===== src/rtl/cache_fill_fsm_pkg.sv =====
// Shared constants and state type for the L1 miss-fill state machine.
package cache_fill_fsm_pkg;

  // Byte offset bits inside one cache block at the default geometry
  // (8 words x 2 bytes = 16 bytes).
  localparam int BLOCK_OFFSET_BITS = 4;

  // Bytes per data word; word addresses step by this amount.
  localparam int WORD_BYTES = 2;

  // State encoding.
  localparam logic FSM_IDLE = 1'b0;
  localparam logic FSM_FILL = 1'b1;

  typedef enum logic {
    IDLE = FSM_IDLE,
    FILL = FSM_FILL
  } fill_state_e;

endpackage


===== src/rtl/cache_fill_fsm_counter.sv =====
// Word counter for the fill engine: synchronous clear beats enable.
module fill_word_counter #(
  parameter int W = 4
) (
  input  logic         clk,
  input  logic         rst,
  input  logic         clr,
  input  logic         en,
  output logic [W-1:0] cnt
);

  // Count words; held at zero by reset or clear.
  always_ff @(posedge clk) begin
    if (!rst)     cnt <= '0;
    else if (clr) cnt <= '0;
    else if (en)  cnt <= cnt + W'(1);
  end

endmodule


===== src/rtl/cache_fill_fsm.sv =====
// Miss handler: fetches one cache block as sequential word reads, streams
// returned words into the data array and writes the tag on the last word.
module cache_fill_fsm
  import cache_fill_fsm_pkg::*;
#(
  parameter int DWIDTH          = 16,
  parameter int AWIDTH          = 16,
  parameter int WORDS_PER_BLOCK = 8,
  parameter int MEM_LATENCY     = 4
) (
  input  logic              clk,
  input  logic              rst,
  input  logic              miss_detected,
  input  logic [AWIDTH-1:0] miss_address,
  output logic              fsm_busy,
  output logic              mem_req_en,
  output logic [AWIDTH-1:0] mem_req_addr,
  input  logic              memory_data_valid,
  input  logic [DWIDTH-1:0] memory_data_in,
  output logic              write_data_array,
  output logic [AWIDTH-1:0] cache_wr_addr,
  output logic [DWIDTH-1:0] cache_wr_data,
  output logic              write_tag_array
);

  // Counters are one bit wider than the word index so "all issued"
  // (== WORDS_PER_BLOCK) is representable.
  localparam int CW       = $clog2(WORDS_PER_BLOCK) + 1;
  localparam int OFF_BITS = $clog2(WORDS_PER_BLOCK * WORD_BYTES);
  localparam int WB_SHIFT = $clog2(WORD_BYTES);

  localparam logic [CW-1:0]     WPB       = CW'(WORDS_PER_BLOCK);
  localparam logic [CW-1:0]     LAST_WORD = CW'(WORDS_PER_BLOCK - 1);
  localparam logic [AWIDTH-1:0] BASE_MASK =
    ~((AWIDTH'(1) << OFF_BITS) - AWIDTH'(1));

  // The FSM counts returned words, never cycles, so latency only needs to be
  // sane; block size must be a power of two for the offset mask to work.
  if (MEM_LATENCY < 1 || WORDS_PER_BLOCK < 2 ||
      (WORDS_PER_BLOCK & (WORDS_PER_BLOCK - 1)) != 0) begin : g_bad_cfg
    $error("cache_fill_fsm: unsupported parameter set");
  end

  fill_state_e       state;
  logic [AWIDTH-1:0] block_base;
  logic [CW-1:0]     issue_cnt;
  logic [CW-1:0]     recv_cnt;

  logic in_fill;
  logic issue_active;
  logic recv_active;
  logic last_word;

  assign in_fill      = (state == FILL);
  assign issue_active = in_fill && (issue_cnt < WPB);
  assign recv_active  = in_fill && memory_data_valid;
  assign last_word    = recv_active && (recv_cnt == LAST_WORD);

  // Both counters sit at zero whenever no fill is running, so a new fill
  // always starts from word 0.
  fill_word_counter #(.W(CW)) u_issue_cnt (
    .clk (clk),
    .rst (rst),
    .clr (!in_fill),
    .en  (issue_active),
    .cnt (issue_cnt)
  );

  fill_word_counter #(.W(CW)) u_recv_cnt (
    .clk (clk),
    .rst (rst),
    .clr (!in_fill),
    .en  (recv_active),
    .cnt (recv_cnt)
  );

  // State and block base: latch the aligned base on a miss, return to IDLE
  // on the final returned word. Misses during FILL are dropped.
  always_ff @(posedge clk) begin
    if (!rst) begin
      state      <= IDLE;
      block_base <= '0;
    end else begin
      case (state)
        IDLE: begin
          if (miss_detected) begin
            block_base <= miss_address & BASE_MASK;
            state      <= FILL;
          end
        end
        FILL: begin
          if (last_word) state <= IDLE;
        end
        default: state <= IDLE;
      endcase
    end
  end

  // Output decode. Everything is gated by FILL so IDLE (including stray
  // memory valids after an abandoned fill) drives all-zero outputs.
  assign fsm_busy         = in_fill;
  assign mem_req_en       = issue_active;
  assign mem_req_addr     = issue_active
                          ? block_base + (AWIDTH'(issue_cnt) << WB_SHIFT)
                          : '0;
  assign write_data_array = recv_active;
  assign cache_wr_addr    = recv_active
                          ? block_base + (AWIDTH'(recv_cnt) << WB_SHIFT)
                          : '0;
  assign cache_wr_data    = in_fill ? memory_data_in : '0;
  assign write_tag_array  = last_word;

endmodule


===== config.mk =====
export PLATFORM = sky130hd
export DESIGN_NAME = cache_fill_fsm
export DESIGN_NICKNAME = d
export VERILOG_FILES = /design/src/rtl/cache_fill_fsm_pkg.sv /design/src/rtl/cache_fill_fsm_counter.sv /design/src/rtl/cache_fill_fsm.sv
export SDC_FILE = /design/constraint.sdc
export NUM_CORES = 1
export LEC_CHECK = 0
export ABC_AREA = 1
export BUFFER_PORTS_ARGS = -buffer_cell sky130_fd_sc_hd__buf_2
export CAP_MARGIN = 20
export CORE_MARGIN = 10
export CORE_UTILIZATION = 45
export DETAILED_ROUTE_END_ITERATION = 10
export GPL_TIMING_DRIVEN = 1
export PLACE_DENSITY = 0.8
export SLEW_MARGIN = 20
export SYNTH_ARGS = -nofsm -noshare
export SYNTH_HDL_FRONTEND = slang
export SYNTH_HIERARCHICAL = 1
export SYNTH_SLANG_ARGS = --single-unit

===== constraint.sdc =====
create_clock -name clk -period 1.9 [get_ports clk]
set_input_delay 0.19 -clock clk [delete_from_list [all_inputs] [get_ports clk]]
set_output_delay 0.19 -clock clk [all_outputs]
set_load 0.01 [all_outputs]

==> results.md <==
- Status: complete, no violations
- Post-synth top area share: between 20% and 30%
- Share of layout cells above drive strength 1: about 33%
- Top post-synthesis cells by count: nand2_1 (55), nor2_1 (53), inv_1 (45)
- Die width: roughly 81 µm
- Setup WS pre-CTS: ~0.16 ns
- Synth async-reset ratio: 0%
- Layout Cells excl Fill: 409
- Worst Hold End: block_base[5]
- CP delay by family, top: simple AND/OR/NAND/NOR gates
- #FFs+latches synth: 21
- Area Growth Syn to Fin: 33.23%
- CTS Buf Count: 3
- Initial antenna violation count: 0
- Routability cong.: roughly 0.85
- Final setup margin: 0.1409 ns
- # rows: 22
- Hold path start: miss_address[5]
- CTS tree: yes
- Register Area: around 430 µm²
- IO Count: slightly below 90
- Syn Area/Cell: just under 6 µm²
- Final global-route overflow total: 0
- Final HPWL DP: 3974 µm
- Initial Utilization: roughly 46%
- Period minus WS final: 1.759 ns
- Area leader, netlist: dfxtp_1
- Clk pwr share: roughly 28%
- Clock sinks: 21
- Crit Path Category: reg2out
- Crit. End Element: output port
- Post-CTS Hold Fix Bufs: 0
- Area contributors post-synth: dfxtp_1 (25%), nand2_1 (12%), nor2_1 (12%), inv_1 (10%), a21oi_1 (6.9%)
- Max VDD drop: around 360 µV
- Crit path arrival time: 1.57 ns
- Placed Cells: 402
- # fillers: around 360
- Tcrit/Tclk final: approximately 90%
- Post-Synthesis Cell Area: between 0.0015 and 0.002 mm²
- Skew final: about 0.0020 ns
- Final Max Slew Viols: 0
- Internal power: ~730 µW
- Final setup fails: 0
- CP max stage cell: dfxtp_1
- Via-to-Cell Ratio: 4.694
- Worst path max stage delay: 0.49 ns
- IO Port Bufs: 81
- Total Power: 1.086 mW
- Power Density: 489.8 mW/mm²
- Max-Cap Viols: 0
- Router iterations before antenna repair: 4
- Reg-to-reg startpoint: fsm_busy
- Unrepaired setup endpoints after global routing: no
- Final Hold Fails: 0
- First-pass GRT wire length: around 7500 µm
- Gr usage total: approximately 14%
- Ant diodes: 0
- Seq/Total Area, Yosys: about a quarter
- Worst Hold Class: in2reg
- Die H: ~81 µm
- EDFF count, synth: 0
- Most common cell in the synthesized netlist: nand2_1
- Fmax achieved: approximately 0.57 GHz
- Yosys cell types: 26
- Iteration-0 DRC Markers: 85
- Combinational power share: about a quarter
- Cells on Worst Hold Path: 3
- Worst r2r path cells: 8
- Final ANT Viol Nets: 0
- Leak pwr: approximately 1.2 nW
- Root buf cell: clkbuf_8
- Sw power: roughly 360 µW
- Syn. warnings: 6
- Nets@finish: 404
- Switching Fraction: about a third
- Worst-Skew Late Latency: between 0.2 and 0.3 ns
- Synthesized netlist cell count: ~280
- Worst Path Buf+Inv: 1
- Htree depth: 1
- Routed Wire Length: 4984 µm
- Area taken by multi-input logic gates: 0.001028 mm²
- Clk slew on worst S/H paths: about 0.08 ns
- R2R setup slack: 0.49 ns
- Core area: between 0.003 and 0.004 mm²
- Cell Chain, Critical Path: nand2_1 -> nor2_1 -> a21oi_1 -> nor3_1 -> buf_2
- Register share of total power: between 40% and 50%
- Synth Flop Type: dfxtp_1
- Vias in the first global route: 1,634
- Number of remaining DRC errors: 0
- Crit-path max FO: 6
- Die area: roughly 0.0065 mm²
- Via Count: around 1,900
- Type of origin of the critical path: register
- TNS Setup: 0 ns
- CP required: 1.71 ns
- Wirelength per Cell: 12.19 µm
- Max clock buf depth: 2
- Pin count of the biggest net entering global routing: 18
- Reg-to-reg endpoint: u_issue_cnt/cnt[3]
-- power by group through the flow --
stage               clock (mW)  sequential, mW  combinational, mW
floorplan                    0           0.494              0.186
global placement             0           0.509              0.262
detailed placement           0           0.511              0.268
CTS                      0.312           0.502              0.271
global route             0.331           0.509              0.315
finish                   0.303           0.503              0.280
-- area by class of cell --
cell class                 instances  area share, %
tap                               48          2.709
inverter                          48          8.409
clock inverter                     1         0.2257
sequential                        21          19.41
timing repair buffer              89          20.99
clock buffer                       3          1.862
multi-input combinational        199          46.39
-- metrics by stage --
step                area (µm²)  hold slack [ns]  utilization, %
floorplan                 1668           0.3284               -
global placement          2090           0.4360           57.95
detailed placement        2090           0.4436           57.95
CTS                       2168           0.1632           60.13
global route              2217           0.1744           61.49
finish                    2217           0.1689           61.49
-- cells by family (layout without fill, tap and decap cells) --
logic type	Yosys count	after routing	synth area share, %
buffers and inverters	60	141	15.87
and+or+nand+nor	143	143	39.10
xor gates and xnor gates	2	2	1.053
AOI/OAI and AO/OA	46	46	13.99
DFF	21	21	25.26
other	1	2	0.2253
adders and majority gates	6	6	4.511
-- worst max-delay path by stage --
| stage | start | end | cells past startpoint |
|---|---|---|---|
| CTS | u_issue_cnt/cnt[3] | mem_req_addr[10] | 7 |
| floorplan | u_issue_cnt/cnt[3] | mem_req_addr[10] | 6 |
| detailed placement | u_issue_cnt/cnt[3] | mem_req_addr[10] | 7 |
| global placement | u_issue_cnt/cnt[3] | mem_req_addr[10] | 7 |
| finish | block_base[7] | cache_wr_addr[9] | 5 |
| global route | block_base[4] | cache_wr_addr[12] | 8 |
-- cell usage in the layout (no fill, tap or decap), types with 4 or more instances in the layout --
cell type,synthesis,routed
buf_2,2,81
ha_1,6,4
dfxtp_1,21,17
o21ai_0,22,22
nor2_2,4,4
a21oi_1,23,23
nor2_4,4,5
nand3_1,15,14
inv_1,45,44
nor2_1,53,52
buf_4,7,8
nand2_1,55,55
-- worst reg2reg max path: cells and delay by family (launching register included) --
kind / cells / cell delay (ns)
flip-flops: 1 / 0.46
AND/OR/NAND/NOR: 6 / 0.57
buffers and inverters: 2 / 0.28
-- registers in the layout (all words and copies together), names as in the netlist --
register	cells
block_base	12
fsm_busy	1
u_issue_cnt/cnt	4
u_recv_cnt/cnt	4
-- what timing repair did --
action,CTS,global route
gates resized for setup,8,7
gates cloned,0,0
pin swaps,1,2
buffers inserted,0,3
endpoints found under the setup margin,3,17
-- layer usage --
metal  vias up  part of all wire, %  track usage (%)
met5         -                    0                0
met4         0                  1.1            3.633
met3         7                   12            5.188
met2        80                   46            23.81
met1       813                   41            15.96
li1       1020                    -                -
Note: power is estimated with default switching activity, not from simulation.
